### src/rtl/relu_row_sched.sv
// relu_row_sched: streams rows from the output buffer through per-lane ReLU
// (or identity) into the next-layer buffer, one row per RD/CAP/WR cycle.
// Ports: clk, reset (sync, active-high), start/num_rows/relu_en/src_base/
//   dst_base (pass config, sampled in IDLE), rd_en/rd_addr/rd_data (source
//   buffer, one-cycle read latency), wr_en/wr_addr/wr_data/wr_ready (dest
//   buffer with back-pressure), busy, done (one-cycle end-of-pass pulse).
// Option: define RELU_CLAMP_EN to clamp positive ReLU lanes at CLAMP_MAX.
module relu_row_sched #(
    parameter int DATA_WIDTH = 8,
    parameter int NO_RELU    = 8,
    parameter int ADDR_WIDTH = 6,
    parameter int CLAMP_MAX  = 127
) (
    input  logic                          clk,
    input  logic                          reset,
    input  logic                          start,
    input  logic [ADDR_WIDTH:0]           num_rows,
    input  logic                          relu_en,
    input  logic [ADDR_WIDTH-1:0]         src_base,
    input  logic [ADDR_WIDTH-1:0]         dst_base,
    output logic                          rd_en,
    output logic [ADDR_WIDTH-1:0]         rd_addr,
    input  logic [DATA_WIDTH*NO_RELU-1:0] rd_data,
    output logic                          wr_en,
    output logic [ADDR_WIDTH-1:0]         wr_addr,
    output logic [DATA_WIDTH*NO_RELU-1:0] wr_data,
    input  logic                          wr_ready,
    output logic                          busy,
    output logic                          done
);

    localparam int W = DATA_WIDTH * NO_RELU;

    if (CLAMP_MAX < 1 || CLAMP_MAX > (2 ** (DATA_WIDTH - 1)) - 1) begin : g_bad_clamp
        $error("CLAMP_MAX out of range for DATA_WIDTH");
    end

`ifdef RELU_CLAMP_EN
    localparam logic signed [DATA_WIDTH-1:0] CMAX = DATA_WIDTH'(CLAMP_MAX);
`endif

    typedef enum logic [2:0] {IDLE, RD, CAP, WR, DONE} state_t;

    state_t                state;
    state_t                state_nxt;
    logic [ADDR_WIDTH:0]   rows_q;
    logic [ADDR_WIDTH:0]   row_idx;
    logic                  relu_q;
    logic [ADDR_WIDTH-1:0] src_q;
    logic [ADDR_WIDTH-1:0] dst_q;
    logic                  last_row;
    logic [W-1:0]          act_row;

    function automatic logic [DATA_WIDTH-1:0] act_lane(
        input logic [DATA_WIDTH-1:0] x,
        input logic                  en
    );
        logic signed [DATA_WIDTH-1:0] s;
        s = x;
        if (!en) return x;
        // Negative or zero lanes map to zero
        if (s[DATA_WIDTH-1] || s == '0) return '0;
`ifdef RELU_CLAMP_EN
        if (s > CMAX) return CMAX;
`endif
        return x;
    endfunction

    always_comb begin
        act_row = '0;
        for (int i = 0; i < NO_RELU; i++) begin
            act_row[i*DATA_WIDTH +: DATA_WIDTH] =
                act_lane(rd_data[i*DATA_WIDTH +: DATA_WIDTH], relu_q);
        end
    end

    // rows_q is nonzero whenever the FSM is in WR
    assign last_row = (row_idx == rows_q - 1'b1);

    // Addresses wrap modulo 2^ADDR_WIDTH by truncation
    assign rd_addr = src_q + row_idx[ADDR_WIDTH-1:0];
    assign wr_addr = dst_q + row_idx[ADDR_WIDTH-1:0];

    always_ff @(posedge clk) begin
        if (reset) state <= IDLE;
        else       state <= state_nxt;
    end

    always_comb begin
        state_nxt = state;
        rd_en     = 1'b0;
        wr_en     = 1'b0;
        busy      = 1'b1;
        done      = 1'b0;
        unique case (state)
            IDLE: begin
                busy = 1'b0;
                if (start) state_nxt = (num_rows == '0) ? DONE : RD;
            end
            RD: begin
                rd_en     = 1'b1;
                state_nxt = CAP;
            end
            CAP: state_nxt = WR;
            WR: begin
                wr_en = 1'b1;
                if (wr_ready) state_nxt = last_row ? DONE : RD;
            end
            DONE: begin
                done      = 1'b1;
                state_nxt = IDLE;
            end
            default: state_nxt = IDLE;
        endcase
    end

    always_ff @(posedge clk) begin
        if (reset) begin
            rows_q  <= '0;
            row_idx <= '0;
            relu_q  <= 1'b0;
            src_q   <= '0;
            dst_q   <= '0;
            wr_data <= '0;
        end else begin
            unique case (state)
                IDLE: begin
                    if (start) begin
                        rows_q  <= num_rows;
                        relu_q  <= relu_en;
                        src_q   <= src_base;
                        dst_q   <= dst_base;
                        row_idx <= '0;
                    end
                end
                CAP: wr_data <= act_row;
                WR: begin
                    if (wr_ready && !last_row) row_idx <= row_idx + 1'b1;
                end
                default: ;
            endcase
        end
    end

endmodule

### config.mk
export PLATFORM = sky130hd
export DESIGN_NAME = relu_row_sched
export DESIGN_NICKNAME = d
export VERILOG_FILES = /design/src/rtl/relu_row_sched.sv
export SDC_FILE = /design/constraint.sdc
export NUM_CORES = 1
export LEC_CHECK = 0
export CORE_MARGIN = 2
export CORE_UTILIZATION = 45
export CTS_BUF_LIST = sky130_fd_sc_hd__clkbuf_8
export CTS_CLUSTER_SIZE = 14
export DETAILED_ROUTE_END_ITERATION = 8
export GPL_TIMING_DRIVEN = 1
export PLACE_DENSITY_LB_ADDON = 0.08
export SETUP_SLACK_MARGIN = 0.4
export SYNTH_ARGS = -nofsm -noshare
export SYNTH_HDL_FRONTEND = slang
export SYNTH_SLANG_ARGS = --single-unit
### constraint.sdc
create_clock -name clk -period 3.2 [get_ports clk]
set_input_delay 0.96 -clock clk [delete_from_list [all_inputs] [get_ports clk]]
set_output_delay 0.96 -clock clk [all_outputs]
set_load 0.01 [all_outputs]
==> flow_summary.toml <==
[worst_setup_path]
cpPeakStageDelay_ps = 400
cp_cell_sequence = "ha_4, a21o_1, a21oi_2, o21bai_1, a21oi_2, xnor2_1, buf_2"
slowest_stage = "dfxtp_4"
cp.arrival_ps = 1860
critical_path.max_fanout = 4
crit_top_cell = "a21oi_2"
r2r-start = "rows_q[0]"
critical_path_class = "flop to output port"
timing.reg2reg.setup_slack_ps = 580
worst_ep_required_time_ps = 2240
crit_path_start_kind = "flop"
r2r-end = "row_idx[5]"
endpoint_kind = "output port"
r2r_cells = 9

[logic_synthesis]
synth_area_mm2 = 0.00425
synth_top_cells_by_area = "dfxtp_1 (44%), a21oi_1 (7.3%), a22oi_1 (7.1%)"
synthFlopType = "dfxtp_1"
syn_area_per_cell_um2 = 8.35
yosys_register_bits = 94
synth_edf_count = 0
yosysSeqAreaShare_pct = 44.3
synth_area_leader_cell = "dfxtp_1"
synth_nets = 611
synthCells = 509
yosys-top-cells-count = "dfxtp_1 (94), nand2_1 (78), a21oi_1 (62)"
synth_cell_types = 48
yosysTopAreaCellShare_pct = 44.3
ys_warn_count = 0
synth.most_common_cell = "dfxtp_1"
synthArstFlopShare_pct = 0

[min_path]
hold_start = "wr_data[47]"
min_path_type = "flop to flop"
holdPathEnd = "wr_data[47]"
min_path_cells = 2

[sta]
hold_viol = 0
period_needed_ps = 2820
setup_violations = 0
drv_slew = 0
holdWs_ps = 456
skew_ps = 13.4
slew_headroom_pct = 33.3
final.setup.tns_ps = 0
fin_crit_sh_pct = 88.1
worst_slack_ps = 381
rsz0062_at_grt = "yes"
fmax_ghz = 0.355
worstMarginPinSlew_ps = 1000

[floorplan]
coreArea_mm2 = 0.00920
die_w_um = 101
die_area_mm2 = 0.0102
rows = 35
floorplan.initialDensity_pct = 46.2
fp.dieH_um = 101
pin_count = 168

[layout]
area_delta_synth_final_pct = 47.6
drive_above_1_share_pct = 9.66
fillers = 777
fin_nets = 770
antenna_cells = 0

[global_route]
grt_pass1_vias = 4203
grt.total_usage_pct = 24.4
grt-ovfl-total = 0
antenna_found_initial = 0
grt_pass1_wl_um = 19800
grt_max_degree = 57

[routing]
first_pass_iters = 5
drt-total-wl_um = 12500
drtIter0Drc = 156
drc = 0
routed_via_density = 5.48
wl_per_cell_um = 15.9
ant_nets = 0
dr_total_vias = 4296

[placement]
hpwl_um = 9050
dp_slack_ps = 209
gp_congestion = 0.834
io_buffer_count = 167

[cts]
cts_root_buffer = "clkbuf_8"
path_clk_slew_ps = 100
h-tree-depth = 3
cts.sink_count = 94
cts_buffers = 9
clock_path_buffers = 2
insertion_delay_ps = 360
tritoncts = "done"

[job]
drv_cap = 0

[power_and_ir_drop]
p_leak_uw = 0.00240
max-vdd-ir-drop_uv = 243
powerDensity_mw_per_mm2 = 450

[run_status]
status = "finished clean"
[layout by cell type (no fill, tap or decap), types with 9 or more instances in the layout]
master	instances
nor3_1	11
nand3b_1	9
a21o_1	11
dfxtp_1	87
clkbuf_8	9
a21oi_1	56
nand2_1	78
nor4_1	9
clkdlybuf4s50_1	156
buf_4	12
a22oi_1	40
nand3_1	21
nor2_1	47
inv_1	16
xnor2_1	11
[area by class of cell]
class	count	area, µm²	area share, %
Multi-Input combinational cell	366	2250	36.0
Sequential cell	94	1900	30.2
Clock buffer	9	124	1.98
Timing Repair Buffer	179	1730	27.5
Clock inverter	7	65.1	1.04
Tap cell	111	139	2.21
Inverter	18	67.6	1.08
[how the worst max path moves through the flow]
stage | depth (start not counted) | slack (ps) | end | start
after detailed placement | 6 | 210 | rd_addr[5] | row_idx[2]
after CTS | 7 | 160 | rd_addr[5] | row_idx[1]
after global placement | 6 | 300 | wr_addr[5] | row_idx[2]
after floorplan | 7 | 760 | rd_addr[4] | row_idx[0]
final | 7 | 380 | wr_addr[5] | row_idx[1]
after global routing | 7 | 310 | wr_addr[5] | row_idx[1]
[repair_timing]
action | 4_1_cts | 5_1_grt
endpoints found under the setup margin | 10 | 14
buffers inserted | 0 | 4
endpoints found under the hold margin | 0 | 0
pin swaps | 2 | 19
gates resized for setup | 29 | 20
hold buffers | 0 | 0
[stage by stage]
step	power, µW	area (µm²)	util [%]	std cells
2_1_floorplan	1700	4250	-	509
3_3_place_gp	2060	6000	65.3	764
3_5_place_dp	2070	6000	65.3	764
4_1_cts	2840	6190	67.3	780
5_1_grt	2970	6270	68.2	784
6_report	2820	6270	68.2	784
[routing by layer]
| layer | vias up | wire [µm] | GRT usage [%] |
|---|---|---|---|
| met5 | - | 0 | 0 |
| met4 | 0 | 264 | 8.73 |
| met3 | 18 | 878 | 6.83 |
| met2 | 132 | 6270 | 42.2 |
| met1 | 2041 | 5060 | 29.0 |
| li1 | 2105 | - | - |
[sequential cells by signal (all words and copies together) (netlist names)]
signal and flops:
dst_q 6, state 3, wr_data 64, src_q 6, rows_q 7, relu_q 1
row_idx 7
[cells by family after synthesis]
group | synth area share [%]
compound gates | 20.3
buf+inv | 4.36
xor+xnor | 4.21
fa+ha+maj | 4.48
simple gates | 22.1
mux | 0.265
flops | 44.3
[power by group]
| part | internal, µW | leakage (µW) | switching, µW |
|---|---|---|---|
| clock | 358 | 0.000101 | 418 |
| combinational | 372 | 0.00153 | 343 |
| sequential | 1260 | 0.000769 | 73.6 |
| total | 1990 | 0.00240 | 835 |
[critical path, delay by kind of cell (launching register included)]
| kind | cells | cell delay, ps |
|---|---|---|
| AOI/OAI and AO/OA | 4 | 630 |
| adders and majority gates | 1 | 200 |
| xor gates and xnor gates | 1 | 130 |
| buffers and inverters | 1 | 150 |
| DFF | 1 | 400 |
(Power assumes the default switching activity.)
==> variant: new RTL, same settings <==
The parameter `NO_RELU` goes from 8 to 12.
--- a/src/rtl/relu_row_sched.sv
+++ b/src/rtl/relu_row_sched.sv
@@ -7,7 +7,7 @@
 // Option: define RELU_CLAMP_EN to clamp positive ReLU lanes at CLAMP_MAX.
 module relu_row_sched #(
     parameter int DATA_WIDTH = 8,
-    parameter int NO_RELU    = 8,
+    parameter int NO_RELU    = 12,
     parameter int ADDR_WIDTH = 6,
     parameter int CLAMP_MAX  = 127
 ) (
Ports: changed (resized rd_data and wr_data); port bits go from 168 to 232. The function was not compared with the original's and may differ.
==> variant against the original RTL <==
Count of clock-buffer cells in the layout up 12. Synthesized area up 29%. Worst setup slack worse by 0.084 ns. Cell area up 34%. Utilization up 1.9 points. Hold slack worse by 0.0046 ns. Power up 45%. Wire length up 35%. Sequential cell count up 32. Critical path type unchanged.
==> variant: results (changes against the original RTL) <==
----------------------------------------------------
[Outcome]
  Status ... complete, no violations

[Clocking]
  Post-CTS setup buffers ... 3 (+3)
  Clock slew at the register clock pins of the worst setup and hold paths ... 0.07 ns (-0.03 ns)
  Quantity of gates resized following cts ... 56 (+93%)
  Total number of H-tree levels ... 4 (+1)
  Clock Latency Late Sink ... 0.44 ns (+0.08 ns)

[Yosys]
  Syn Nets ... 783 (+28%)
  Area fraction in compound gates after synthesis ... 19.40% (-0.87 points)
  Number of unique standard cell types used by synthesis ... 43 (-10%)
  Register bit total from synthesis ... 126 (+34%)
  Post-Synth XOR/XNOR Area ... 3.191% (-1.0 points)
  Post-synthesis area per instance ... 8.458 um2 (+1.3%)

[Timing]
  Maximum clock skew at final layout ... 0.006726 ns (-0.006670 ns)
  Worst slew pin tran ... 0.8042 ns (-0.1962 ns)

[Finish]
  Number of non-clock buffers in the layout ... 242 (+35%)
  Multi-input gates ... 465 (+27%)
  Final instance area ... 0.008379 mm2 (+34%)
  Total Nets Final ... 1,001 (+30%)
  CLK BUF ... 21 (+12)
  Inverters ... 15 (-3)
  Number of fill cells in the layout ... 963 (+24%)
  Fraction of area in non-clock buffers ... 28.13% (+0.62 points)

[Route]
  Initial detailed-routing violation count ... 300 (+92%)
  Final wirelength ... 16,780 um (+35%)
  Number of iterations in the first detailed-routing pass ... 4 (-1)
  Wirelength per Cell ... 16.36 um (+2.9%)

[Pwr]
  Fraction of power spent switching nets ... 28.36% (-1.2 points)

[Critical path]
  Cell depth of the worst flop-to-flop path ... 8 (-1)
  Arr. time, crit path ... 1.94 ns (+0.08 ns)

[Placed design]
  Detail Placement HPWL ... 12,070 um (+33%)
  Placed cell area ... 0.007879 mm2 (+31%)
  Placed Instances ... 992 (+30%)

[Global routing]
  Overall track demand over capacity in global routing ... 25.40% (+0.99 points)

----------------------------------------------------
variant: path summary, 6_finish.rpt:
path | from | endpoint | slack (ns)
setup / recovery | row_idx[1] | rd_addr[5] | 0.30
hold / removal | wr_data[42] | wr_data[42] | 0.45
setup reg to reg | rows_q[0] | row_idx[2] | 0.86
hold reg to reg | wr_data[42] | wr_data[42] | 0.45
variant: per-layer routing:
metal | wire (um) | up-vias | global-route usage [%]
met5 | 0 | - | 0
met4 | 630 | 0 | 13.90
met3 | 1366 | 41 | 8.735
met2 | 8060 | 229 | 42.52
met1 | 6726 | 2649 | 28.28
li1 | - | 2727 | -
variant: power groups by stage:
| stage | Sequential [W] | Clock (W) | Combinational [W] |
|---|---|---|---|
| global route | 0.00179 | 0.00145 | 0.00105 |
| floorplan | 0.00183 | 0 | 0.000440 |
| CTS | 0.00178 | 0.00137 | 0.000973 |
| global placement | 0.00180 | 0 | 0.000954 |
| detailed placement | 0.00181 | 0 | 0.000969 |
| finish | 0.00178 | 0.00136 | 0.000971 |
